===== src/rtl/jk_cmd_debouncer.sv =====
// Two-button debouncer producing one-cycle J/K commands for a downstream jk_ff.
// Each button is synchronized, debounced by a stability counter, and its debounced rising edge issues a pulse.
module jk_cmd_debouncer #(
    parameter int unsigned DB_CYCLES = 4
) (
    input  logic       clk,
    input  logic       rst,
    input  logic       btn_set,
    input  logic       btn_clr,
    output logic       j,
    output logic       k,
    output logic       set_lvl,
    output logic       clr_lvl,
    output logic [7:0] cmd_cnt
);

    localparam int unsigned CW = $clog2(DB_CYCLES + 1);
    localparam logic [CW-1:0] CNT_LAST = CW'(DB_CYCLES - 1);

    // Bit 0 tracks btn_set, bit 1 tracks btn_clr.
    logic [1:0]         meta_q;
    logic [1:0]         sync_q;
    logic [1:0]         lvl_q;
    logic [1:0]         lvl_d;
    logic [1:0]         rise_d;
    logic [1:0][CW-1:0] cnt_q;
    logic [1:0][CW-1:0] cnt_d;
    logic               j_q;
    logic               k_q;
    logic [7:0]         cmd_cnt_q;
    logic [7:0]         cmd_cnt_d;

    always_comb begin
        lvl_d  = lvl_q;
        cnt_d  = '0;
        rise_d = '0;
        for (int i = 0; i < 2; i++) begin
            if (sync_q[i] != lvl_q[i]) begin
                if (cnt_q[i] == CNT_LAST) begin
                    lvl_d[i] = ~lvl_q[i];
                end else begin
                    cnt_d[i] = cnt_q[i] + CW'(1);
                end
            end
            rise_d[i] = lvl_d[i] & ~lvl_q[i];
        end
        // A simultaneous J+K toggle counts as a single command.
        cmd_cnt_d = cmd_cnt_q + 8'(rise_d[0] | rise_d[1]);
    end

    always_ff @(posedge clk or posedge rst) begin
        if (rst) begin
            meta_q    <= '0;
            sync_q    <= '0;
            lvl_q     <= '0;
            cnt_q     <= '0;
            j_q       <= 1'b0;
            k_q       <= 1'b0;
            cmd_cnt_q <= 8'h00;
        end else begin
            meta_q    <= {btn_clr, btn_set};
            sync_q    <= meta_q;
            lvl_q     <= lvl_d;
            cnt_q     <= cnt_d;
            j_q       <= rise_d[0];
            k_q       <= rise_d[1];
            cmd_cnt_q <= cmd_cnt_d;
        end
    end

    assign j       = j_q;
    assign k       = k_q;
    assign set_lvl = lvl_q[0];
    assign clr_lvl = lvl_q[1];
    assign cmd_cnt = cmd_cnt_q;

endmodule


===== config.mk =====
export PLATFORM = sky130hd
export DESIGN_NAME = jk_cmd_debouncer
export DESIGN_NICKNAME = d
export VERILOG_FILES = /design/src/rtl/jk_cmd_debouncer.sv
export SDC_FILE = /design/constraint.sdc
export NUM_CORES = 1
export LEC_CHECK = 0
export CAP_MARGIN = 15
export CORE_UTILIZATION = 52
export DETAILED_ROUTE_END_ITERATION = 10
export HOLD_SLACK_MARGIN = 0.12
export PLACE_DENSITY = 0.82
export REMOVE_ABC_BUFFERS = 1
export SYNTH_ARGS = -nofsm -noshare
export SYNTH_HDL_FRONTEND = slang
export SYNTH_SLANG_ARGS = --single-unit

===== constraint.sdc =====
create_clock -name clk -period 5.05 [get_ports clk]
set_input_delay 0.7575 -clock clk [delete_from_list [all_inputs] [get_ports clk]]
set_output_delay 0.7575 -clock clk [all_outputs]
set_load 0.05 [all_outputs]

# --- Word level (Yosys, flattened, before mapping) ---
# Index checks and enable logic that the tools add are counted.
totals:
  wordCells: 28
  regBits: 22
classes:
  eq_ne: 4
  n_addsub: 3
  bitwise_logic: 5
  n_mux: 8
op_table:
  columns: ["cell", "count"]
  rows:
  - ["$mux 3", 4]
  - ["$add 8x1->8", 1]
  - ["$add 3x1->3 const B", 2]
  - ["$eq 3x2->1 const B", 2]
  - ["$mux 1", 4]
  - ["$and 1x1->1", 2]
  - ["$ne 1x1->1", 2]
  - ["$not 1->1", 2]
  - ["$or 1x1->1", 1]

# --- Logic depth before layout (Yosys ltp) ---
# Gate-level depths: netlist (run 1).
depth:
  depth_word: 6
  mapped_depth: 8
  ltp_nobuf: 8

# --- Worst setup path before layout (run 1) ---
# No wires, ideal clock.
synth_path:
  path_kind: "reg-to-reg"
  start: "register cnt_q[3] (netlist name)"
  end: "register cmd_cnt_q[2] (netlist: cmd_cnt[2])"
  path_stages_with_launch: 8
  n_path_buf: 0
  synth_period_minus_slack_ps: 1813
  setup_slack_ps: 3237
  arrival_ps: 1660
  cell_sequence: "dfrtp_1 ha_1 nor2b_2 and3b_1 or2_1 ha_1 ha_1 xor2_1"
synth_via:
  elab_chain_cells: 6
synth_rtl:
  columns: ["item", "line_no", "text"]
  rows:
  - ["start: declaration", "26", "logic [1:0][CW-1:0] cnt_q;"]
  - ["start signal: assignment", "64", "cnt_q <= cnt_d;"]
  - ["$eq 3x2->1", "39", "if (cnt_q[i] == CNT_LAST) begin"]
  - ["$mux 1", "39", null]
  - ["$mux 1", "38", "if (sync_q[i] != lvl_q[i]) begin"]
  - ["$and 1x1->1", "45", "rise_d[i] = lvl_d[i] & ~lvl_q[i];"]
  - ["net rise_d[1]", "25", "logic [1:0] rise_d;"]
  - ["$or 1x1->1", "48", "cmd_cnt_d = cmd_cnt_q + 8'(rise_d[0] | rise_d[1]);"]
  - ["$add 8x1->8", "48", null]
  - ["net cmd_cnt_d[2]", "31", "logic [7:0] cmd_cnt_d;"]
  - ["end signal: assignment", "67", "cmd_cnt_q <= cmd_cnt_d;"]
  - ["end: declaration", "30", "logic [7:0] cmd_cnt_q;"]
# The timed path passes the listed nets, and every way through them passes these cells.

# --- Final worst setup path (run 1) ---
layout_path:
  start: "register cmd_cnt_q[2] (netlist: cmd_cnt[2])"
  end: "output port cmd_cnt[2]"
layout_lines:
  columns: ["item", "line_no", "text"]
  rows:
  - ["end: declaration", "14", "output logic [7:0] cmd_cnt"]
# No word-level cell between the ends.

==> results of run 1 <==
==> cells by family after synthesis <==
logic type	share of synthesized area
muxes	0.01359
and+or+nand+nor	0.1722
xor gates and xnor gates	0.08460
DFF	0.6647
adders and majority gates	0.06043
buffers and inverters	0.004527
==> flip-flops by register name, summed over array words and instances (netlist names) <==
signal / cells
sync_q: 2
k: 1
meta_q: 2
cnt_q: 6
cmd_cnt: 8
j: 1
lvl_q: 2
==> final cells by class <==
cell class / count / area, µm²
sequential: 22 / 550.5
inverter: 1 / 3.754
fill: 114 / 454.2
clock buffer: 4 / 36.28
timing repair buffer: 15 / 150.1
multi-input combinational: 36 / 274.0
tap: 16 / 20.02
==> routing by layer <==
metal / vias up / global-route usage / wire (µm)
met5: - / 0 / 0
met4: 0 / 0.05806 / 8
met3: 2 / 0.03913 / 49
met2: 10 / 0.2594 / 543
met1: 228 / 0.2169 / 574
li1: 238 / - / -
==> cell usage in the layout, fill, tap and decap left out, types with 2 or more instances in the layout <==
cell	instances
sky130_fd_sc_hd__nor3b_1	5
sky130_fd_sc_hd__nor3_1	2
sky130_fd_sc_hd__dfrtp_1	22
sky130_fd_sc_hd__xor2_1	3
sky130_fd_sc_hd__nand2_1	5
sky130_fd_sc_hd__ha_1	4
sky130_fd_sc_hd__clkbuf_4	3
sky130_fd_sc_hd__xnor2_1	5
sky130_fd_sc_hd__nand3_1	2
sky130_fd_sc_hd__clkdlybuf4s50_1	15
==> Yosys cell counts <==
master | number | area (µm²)
sky130_fd_sc_hd__nor3b_1 | 5 | 37.54
sky130_fd_sc_hd__dfrtp_1 | 22 | 550.5
sky130_fd_sc_hd__nor2b_2 | 1 | 8.760
sky130_fd_sc_hd__xor2_1 | 3 | 26.28
sky130_fd_sc_hd__nor2b_1 | 1 | 6.260
sky130_fd_sc_hd__nand3_1 | 2 | 10.01
sky130_fd_sc_hd__inv_1 | 1 | 3.750
sky130_fd_sc_hd__or2_1 | 1 | 6.260
sky130_fd_sc_hd__nor3_2 | 1 | 10.01
sky130_fd_sc_hd__nor3_1 | 2 | 10.01
sky130_fd_sc_hd__and3_1 | 1 | 6.260
sky130_fd_sc_hd__and3b_1 | 1 | 8.760
sky130_fd_sc_hd__ha_1 | 4 | 50.05
sky130_fd_sc_hd__mux2_2 | 1 | 11.26
sky130_fd_sc_hd__nor2_1 | 1 | 3.750
sky130_fd_sc_hd__nand2b_1 | 1 | 6.260
sky130_fd_sc_hd__nand2_1 | 5 | 18.77
sky130_fd_sc_hd__xnor2_1 | 5 | 43.79
sky130_fd_sc_hd__nand3_2 | 1 | 10.01
==> how the worst min path moves through the flow <==
stage | startpoint | end | cells past startpoint
after floorplan | meta_q[0]$_DFF_PP0_ | sync_q[0]$_DFF_PP0_ | 0
after global placement | meta_q[1]$_DFF_PP0_ | sync_q[1]$_DFF_PP0_ | 0
after detailed placement | meta_q[1]$_DFF_PP0_ | sync_q[1]$_DFF_PP0_ | 0
after CTS | meta_q[1]$_DFF_PP0_ | sync_q[1]$_DFF_PP0_ | 0
after global routing | meta_q[0]$_DFF_PP0_ | sync_q[0]$_DFF_PP0_ | 0
final | meta_q[1]$_DFF_PP0_ | sync_q[1]$_DFF_PP0_ | 0
==> power by group <==
part | switching, mW | leakage [nW] | total (mW) | internal (mW)
Clock | 0.0489 | 0.0210 | 0.0927 | 0.0439
Sequential | 0.0263 | 0.286 | 0.237 | 0.211
Combinational | 0.109 | 0.186 | 0.175 | 0.0660
==> through the flow <==
stage / instance area (µm²) / hold WS, ns / cells / setup slack [ns] / utilization
after floorplan: 828.3 / 0.3312 / 59 / 3.237 / -
after global placement: 998.5 / 0.3338 / 90 / 3.059 / 0.6706
after detailed placement: 998.5 / 0.3405 / 90 / 3.062 / 0.6706
after CTS: 1035 / 0.3675 / 94 / 2.711 / 0.6950
after global routing: 1035 / 0.3790 / 94 / 2.665 / 0.6950
final: 1035 / 0.3640 / 94 / 2.730 / 0.6950
==> impl_metrics.csv, run 1 <==
group,metric,value,unit
detailed_routing,routed_via_density,5.085,
logic_synthesis,number_of_unique_standard_cell_types_used_by_synthesis,19,
placed_design,hpwl,866.6,µm
min_path,min-delay-path-class,"register to register",
setup_path,timing.setup.critical_path_class,"register to output port",
final_layout,antenna_cells_inserted,0,
setup_path,path_delay_family,"buffers and inverters",
setup_path,path_buf_inv,1,
setup_path,slowest_delay,0.83,ns
setup_path,rr_startpoint,"cnt_q[3]$_DFF_PP0_",
pwr,power.static_leakage,0.4934,nW
grt,grt_first_pass_wirelength,2.097,mm
clock_network,clk_latency,0.29,ns
detailed_routing,vias,478,
floorplan,die-area,1756,µm²
final_layout,layout-area-overhead-vs-synth,24.92,%
detailed_routing,starting_drc_count_in_detailed_routing,7,
clock_network,cts_inserted_buffers,3,
detailed_routing,routed_wire_length_per_instance,12.51,µm
setup_path,rr_endpoint,"cmd_cnt[4]$_DFF_PP0_",
job,drv.max_cap_violation_count,0,
setup_path,cp.depth,1,
timing,report.final.hold_viol_count,0,
floorplan,floorplan.rows,14,
setup_path,r2r_slack,3.12,ns
placed_design,place.gp.congestion,0.7633,
timing,timing.final.max_slew_violations,0,
clock_network,tritoncts,"built",
clock_network,cts_resized,0,
clock_network,cts-root-to-sink-buffers,2,
detailed_routing,drt_first_pass_iters,2,
grt,grt.overflow.total,0,
timing,setup-tns-final,0,ns
setup_path,critical-path-slowest-cell,"sky130_fd_sc_hd__clkdlybuf4s50_1",
setup_path,timing.critical_path.from,"cmd_cnt[2]$_DFF_PP0_",
setup_path,r2r.worst_path.cells,8,
logic_synthesis,synth_cells,59,
logic_synthesis,post_synth_instance_area,828.3,µm²
logic_synthesis,yosys_warnings,0,
timing,max-slew-margin-rel,0.4527,
grt,grt_start_max_net_pins,23,
timing,grt_setup_unrepaired,"no",
outcome,status,"completed",
setup_path,critical_path.cell_chain,"clkdlybuf4s50_1",
clock_network,cts_post_setup_buffers_inserted,0,
logic_synthesis,synth.avg_cell_area,14.04,µm²
clock_network,hold_buffers,0,
detailed_routing,drc,0,
timing,timing.fmax,431.1,MHz
clock_network,cts.reportedPaths.clkPinSlew,0.11,ns
timing,finalSetupViolCount,0,
setup_path,critical_path.max_fanout,5,
grt,antenna_found_initial,0,
floorplan,floorplan.core_area,1489,µm²
clock_network,cts-root-buf,"sky130_fd_sc_hd__clkbuf_4",
floorplan,num_io_pins,16,
timing,worst-slew-pin-transition,0.8201,ns
pwr,power_per_cell_area,488.2,nW/µm²
floorplan,starting_utilization_of_the_core_area,0.5563,
setup_path,worstSetupEndpoint,"cmd_cnt[2]",
timing,worst_clock_skew,0.002768,ns
final_layout,final_layout_size_suffix_gt1_frac,0.1026,
final_layout,nNetsFinal,87,
setup_path,setup.worst_path.end_class,"output port",
clock_network,h-tree-depth,1,
timing,period_share,0.4594,
logic_synthesis,yosysSeqAreaShare,0.6647,
floorplan,fp.dieH,41.91,µm
setup_path,critPathLaunchType,"register",
grt,number_of_global_route_vias_before_repair,499,
pwr,total_power,505.2,µW
logic_synthesis,ys_ff_latch,22,
grt,grt.total_usage,0.1621,
detailed_routing,wirelength,1.176,mm
setup_path,crit_arrival,1.56,ns
setup_path,crit_required,4.29,ns
placed_design,buffer_ports.inserted,15,
timing,minimum_period_implied_by_the_final_worst_setup_slack,2.320,ns
clock_network,clock-sinks,22,
floorplan,floorplan.die.width,41.91,µm
detailed_routing,ant_nets,0,
pwr,ir_drop,0.4145,mV
(Power assumes the default switching activity.)
==> run 2: changes to the inputs <==
- CORE_UTILIZATION: 52 -> 44
- PLACE_DENSITY: 0.82 -> 0.74
- clock period: 5.05 -> 1.9 ns (I/O delays scaled with it)
==> impl_metrics.csv, run 2 (synthesis gave the netlist of run 1 again) <==
group,metric,value,unit
outcome,status,"completed",
clock_network,cts.reportedPaths.clkPinSlew,0.12,ns
clock_network,cts_inserted_buffers,3,
setup_path,path_buf_inv,1,
setup_path,r2r_slack,0.09,ns
job,drv.max_cap_violation_count,0,
setup_path,slowest_delay,0.82,ns
final_layout,final_cell_mix,"sky130_fd_sc_hd__dfrtp_1 (22), sky130_fd_sc_hd__clkdlybuf4s50_1 (14), sky130_fd_sc_hd__nand2_1 (5), sky130_fd_sc_hd__xnor2_1 (5), sky130_fd_sc_hd__nor3b_1 (4)",
setup_path,timing.setup.critical_path_class,"register to output port",
setup_path,crit_required,1.62,ns
floorplan,fp.dieH,45.39,µm
placed_design,buffer_ports.inserted,15,
floorplan,die-area,2060,µm²
timing,finalSetupViolCount,0,
floorplan,starting_utilization_of_the_core_area,0.4746,
timing,max-slew-margin-rel,0.6666,
grt,grt_first_pass_wirelength,1.842,mm
floorplan,floorplan.rows,15,
setup_path,rr_startpoint,"cnt_q[3]$_DFF_PP0_",
grt,grt_start_max_net_pins,23,
setup_path,r2r.worst_path.cells,8,
timing,grt_setup_unrepaired,"yes",
final_layout,layout-area-overhead-vs-synth,29.91,%
final_layout,antenna_cells_inserted,0,
clock_network,tritoncts,"built",
setup_path,critical_path.cell_chain,"clkdlybuf4s50_1",
grt,grt.overflow.total,0,
grt,grt.total_usage,0.1349,
setup_path,setup.worst_path.end_class,"output port",
detailed_routing,drc,0,
clock_network,h-tree-depth,1,
final_layout,nNetsFinal,89,
timing,period_share,0.9711,
detailed_routing,vias,478,
detailed_routing,ant_nets,0,
pwr,power.static_leakage,0.5143,nW
setup_path,cp.depth,1,
floorplan,floorplan.die.width,45.39,µm
final_layout,number_of_flip_flops_in_the_largest_register,8,
pwr,ir_drop,0.7136,mV
clock_network,clock-sinks,22,
detailed_routing,routed_via_density,4.552,
placed_design,place.gp.congestion,0.6950,
clock_network,hold_buffers,0,
detailed_routing,starting_drc_count_in_detailed_routing,4,
setup_path,critical-path-slowest-cell,"sky130_fd_sc_hd__clkdlybuf4s50_1",
timing,worst_clock_skew,0.004700,ns
setup_path,rr_endpoint,"cmd_cnt[4]$_DFF_PP0_",
timing,timing.final.max_slew_violations,0,
setup_path,crit_arrival,1.56,ns
final_layout,utilization,0.6165,
clock_network,cts-root-to-sink-buffers,2,
timing,worst-slew-pin-transition,0.4986,ns
final_layout,nFillCells,147,
min_path,min-delay-path-class,"input port to async pin",
timing,report.final.hold_viol_count,0,
floorplan,num_io_pins,16,
timing,minimum_period_implied_by_the_final_worst_setup_slack,1.845,ns
timing,setup-tns-final,0,ns
setup_path,critPathLaunchType,"register",
detailed_routing,routed_wire_length_per_instance,10.95,µm
final_layout,most_frequent_standard_cell_in_the_layout_excluding_fill_and_tap_cells,"sky130_fd_sc_hd__dfrtp_1",
floorplan,floorplan.core_area,1745,µm²
final_layout,final_layout_size_suffix_gt1_frac,0.1750,
pwr,power_per_cell_area,1262,nW/µm²
clock_network,cts-root-buf,"sky130_fd_sc_hd__clkbuf_4",
grt,number_of_global_route_vias_before_repair,456,
grt,antenna_found_initial,0,
timing,finalHoldWorstSlack,0.2885,ns
detailed_routing,wirelength,1.150,mm
detailed_routing,drt_first_pass_iters,2,
clock_network,clk_latency,0.30,ns
placed_design,hpwl,833.6,µm
setup_path,path_delay_family,"buffers and inverters",
timing,timing.fmax,542.0,MHz
setup_path,critical_path.max_fanout,4,
run 2: cell count changes in the layout (fill, tap and decap cells not counted):
cell,previous run,this run
sky130_fd_sc_hd__buf_4,0,2
sky130_fd_sc_hd__clkdlybuf4s50_1,15,14
sky130_fd_sc_hd__dlymetal6s2s_1,0,1
sky130_fd_sc_hd__ha_1,4,1
sky130_fd_sc_hd__ha_2,0,3
sky130_fd_sc_hd__nor3b_1,5,4
sky130_fd_sc_hd__nor3b_2,0,1
run 2: timing repair:
action                                  in CTS  in global routing
setup buffers                                0                  0
endpoints found under the setup margin       2                  6
gates resized for setup                      1                  4
cloned                                       0                  0
run 2: how the worst max path moves through the flow:
| stage | start | endpoint | slack, ns |
|---|---|---|---|
| 3_5_place_dp | cnt_q[3]$_DFF_PP0_ | cmd_cnt[4]$_DFF_PP0_ | 0.02 |
| 4_1_cts | cmd_cnt[2]$_DFF_PP0_ | cmd_cnt[2] | 0.01 |
| 3_3_place_gp | cnt_q[3]$_DFF_PP0_ | cmd_cnt[4]$_DFF_PP0_ | 0.06 |
| 6_report | lvl_q[0]$_DFF_PP0_ | set_lvl | 0.05 |
| 5_1_grt | cnt_q[3]$_DFF_PP0_ | cmd_cnt[4]$_DFF_PP0_ | -0.01 |
| 2_1_floorplan | cnt_q[3]$_DFF_PP0_ | cmd_cnt[2]$_DFF_PP0_ | 0.09 |
run 2: power by group:
group | internal (mW) | switching (mW)
combinational | 0.183 | 0.289
clock | 0.117 | 0.136
sequential | 0.560 | 0.0734
total | 0.860 | 0.498
run 2: through the flow:
step | instances | power, mW | area [µm²] | setup slack, ns
2_1_floorplan | 59 | 0.9566 | 828.3 | 0.08664
3_3_place_gp | 101 | 1.104 | 1025 | 0.05609
3_5_place_dp | 101 | 1.115 | 1025 | 0.01655
4_1_cts | 105 | 1.366 | 1064 | 0.01301
5_1_grt | 105 | 1.441 | 1076 | -0.01441
6_report | 105 | 1.358 | 1076 | 0.05492
run 2: per-layer routing:
metal | part of all wire | wire length, µm | global-route usage
met5 | 0 | 0 | 0
met4 | 0.029 | 33 | 0.1273
met3 | 0.032 | 37 | 0.02381
met2 | 0.45 | 516 | 0.1886
met1 | 0.49 | 563 | 0.1751
run 2: area by class of cell:
cell class	count	area (µm²)	area share
multi-input combinational	36	286.5	0.2663
tap	25	31.28	0.02907
clock buffer	4	36.28	0.03372
sequential	22	550.5	0.5116
inverter	1	3.754	0.003488
timing repair buffer	17	167.7	0.1558
==> run 3: changes to the inputs <==
- CELL_PAD_IN_SITES_DETAIL_PLACEMENT: unset -> 1
- CELL_PAD_IN_SITES_GLOBAL_PLACEMENT: unset -> 1
- CORE_UTILIZATION: 44 -> 38
- CTS_BUF_LIST: unset -> sky130_fd_sc_hd__clkbuf_8
- PLACE_DENSITY: 0.74 -> 0.78
==> impl_metrics.csv, run 3 (synthesis gave the netlist of run 1 again) <==
group,metric,value,unit
setup_path,critical_path.max_fanout,3,
placed_design,hpwl,1.106,mm
min_path,min-delay-path-class,"register to register",
setup_path,critPathLaunchType,"register",
placed_design,numPlacedInstances,103,
timing,worst_clock_skew,0.004606,ns
detailed_routing,starting_drc_count_in_detailed_routing,5,
floorplan,floorplan.rows,16,
detailed_routing,drc,0,
final_layout,most_frequent_standard_cell_in_the_layout_excluding_fill_and_tap_cells,"sky130_fd_sc_hd__dfrtp_1",
final_layout,layout-area-overhead-vs-synth,33.38,%
clock_network,cts-root-buf,"sky130_fd_sc_hd__clkbuf_8",
setup_path,crit_arrival,2.01,ns
placed_design,post_dp_cell_area,1027,µm²
detailed_routing,drt_first_pass_iters,4,
timing,minimum_period_implied_by_the_final_worst_setup_slack,1.829,ns
timing,report.final.hold_viol_count,0,
setup_path,crit_required,2.08,ns
final_layout,antenna_cells_inserted,0,
job,drv.max_cap_violation_count,0,
detailed_routing,vias,504,
outcome,status,"completed",
setup_path,cpMostUsedCell,"sky130_fd_sc_hd__ha_2",
clock_network,clk_latency,0.26,ns
final_layout,number_of_flip_flops_in_the_largest_register,8,
final_layout,post-route-cell-area,1105,µm²
clock_network,hold_buffers,0,
placed_design,preCtsSetupSlack,-0.04130,ns
timing,timing.final.ws_setup,0.07148,ns
grt,grt.total_usage,0.1517,
placed_design,place.gp.congestion,0.6968,
setup_path,critical_path.cell_chain,"ha_2 > nor2b_2 > and3b_1 > or2_1 > ha_2 > ha_2 > nand3_1 > xnor2_1",
grt,antenna_found_initial,0,
clock_network,clock-sinks,22,
grt,gr-usage-met2,0.2616,
final_layout,final_cell_count_no_fill,107,
setup_path,slowest_delay,0.39,ns
grt,met3_usage_in_global_routing,0.02830,
clock_network,cts_inserted_buffers,3,
setup_path,setup.worst_path.end_class,"register",
final_layout,area.sequential,550.5,µm²
clock_network,cts-root-to-sink-buffers,2,
setup_path,path_buf_inv,0,
final_layout,nFillCells,202,
grt,grt_util_met1,0.1809,
timing,worst-slew-pin-transition,0.5163,ns
final_layout,multiInputGateArea,291.5,µm²
detailed_routing,ant_nets,0,
clock_network,h-tree-depth,1,
detailed_routing,routed_wire_length_per_instance,13.92,µm
clock_network,tritoncts,"built",
floorplan,floorplan.core_area,2002,µm²
detailed_routing,wirelength,1.489,mm
floorplan,die-area,2370,µm²
setup_path,path_delay_family,"simple AND/OR/NAND/NOR gates",
final_layout,final_cell_mix,"sky130_fd_sc_hd__dfrtp_1 (22), sky130_fd_sc_hd__clkdlybuf4s50_1 (13), sky130_fd_sc_hd__nand2_1 (5), sky130_fd_sc_hd__xnor2_1 (5)",
timing,grt_setup_unrepaired,"yes",
timing,finalSetupViolCount,0,
clock_network,cts.reportedPaths.clkPinSlew,0.08,ns
grt,grt_start_max_net_pins,23,
timing,max-slew-margin-rel,0.6552,
setup_path,timing.setup.critical_path_class,"register to register",
pwr,power_per_cell_area,1314,nW/µm²
grt,grt_first_pass_wirelength,2.704,mm
floorplan,floorplan.die.width,48.69,µm
timing,timing.fmax,546.9,MHz
floorplan,num_io_pins,16,
grt,number_of_global_route_vias_before_repair,598,
detailed_routing,routed_via_density,4.710,
grt,busiest_layer,"met2",
timing,timing.final.max_slew_violations,0,
floorplan,fp.dieH,48.69,µm
floorplan,starting_utilization_of_the_core_area,0.4137,
placed_design,buffer_ports.inserted,15,
final_layout,final_layout_size_suffix_gt1_frac,0.1875,
grt,grt.overflow.total,0,
pwr,power.static_leakage,0.5406,nW
pwr,ir_drop,1.030,mV
final_layout,nNetsFinal,89,
setup_path,critical-path-slowest-cell,"sky130_fd_sc_hd__dfrtp_1",
timing,period_share,0.9624,
run 3: report_power, final:
part	internal, mW	switching (mW)
combinational	0.187	0.302
sequential	0.561	0.0768
clock	0.184	0.141
total	0.932	0.520
run 3: through the flow:
stage | total power [mW] | TNS [ns] | util | hold slack (ns)
after floorplan | 0.9566 | 0 | - | 0.2742
after global placement | 1.112 | 0 | 0.5131 | 0.3343
after detailed placement | 1.131 | -0.08629 | 0.5131 | 0.3379
after CTS | 1.463 | 0 | 0.5431 | 0.3547
after global routing | 1.536 | -0.01354 | 0.5519 | 0.3602
final | 1.452 | 0 | 0.5519 | 0.3507
run 3: path summary, 6_finish.rpt:
| check | endpoint | cells after the start | from | slack, ns |
|---|---|---|---|---|
| min | sync_q[0]$_DFF_PP0_ | 0 | meta_q[0]$_DFF_PP0_ | 0.35 |
| min reg2reg | sync_q[0]$_DFF_PP0_ | 0 | meta_q[0]$_DFF_PP0_ | 0.35 |
| min in group asynchronous | cnt_q[2]$_DFF_PP0_ | 3 | rst | 0.36 |
| max reg2reg | cmd_cnt[6]$_DFF_PP0_ | 8 | cnt_q[3]$_DFF_PP0_ | 0.07 |
| max in group asynchronous | cnt_q[4]$_DFF_PP0_ | 3 | rst | 1.31 |
| max | cmd_cnt[6]$_DFF_PP0_ | 8 | cnt_q[3]$_DFF_PP0_ | 0.07 |
run 3: final cells by class:
type	instances	share of cell area
sequential	22	0.4983
tap	27	0.03058
clock buffer	4	0.04983
timing repair buffer	17	0.1540
inverter	1	0.003398
multi-input combinational	36	0.2639
run 3: timing repair:
action | CTS | global route
gates resized for setup | 2 | 5
pin swaps | 0 | 0
gates cloned | 0 | 0
buffers inserted | 0 | 0
setup endpoints to repair | 3 | 5
run 3: worst reg2reg max path, cell delays in order (launching register included):
cell	delay [ns]
sky130_fd_sc_hd__dfrtp_1	0.39
sky130_fd_sc_hd__ha_2	0.20
sky130_fd_sc_hd__nor2b_2	0.16
sky130_fd_sc_hd__and3b_1	0.19
sky130_fd_sc_hd__or2_1	0.22
sky130_fd_sc_hd__ha_2	0.19
sky130_fd_sc_hd__ha_2	0.20
sky130_fd_sc_hd__nand3_1	0.09
sky130_fd_sc_hd__xnor2_1	0.12
run 3: metal layers:
layer,vias up,share of wire
li1,235,-
met5,-,0
met2,9,0.56
met3,2,0.020
met4,0,0.0087
met1,258,0.41
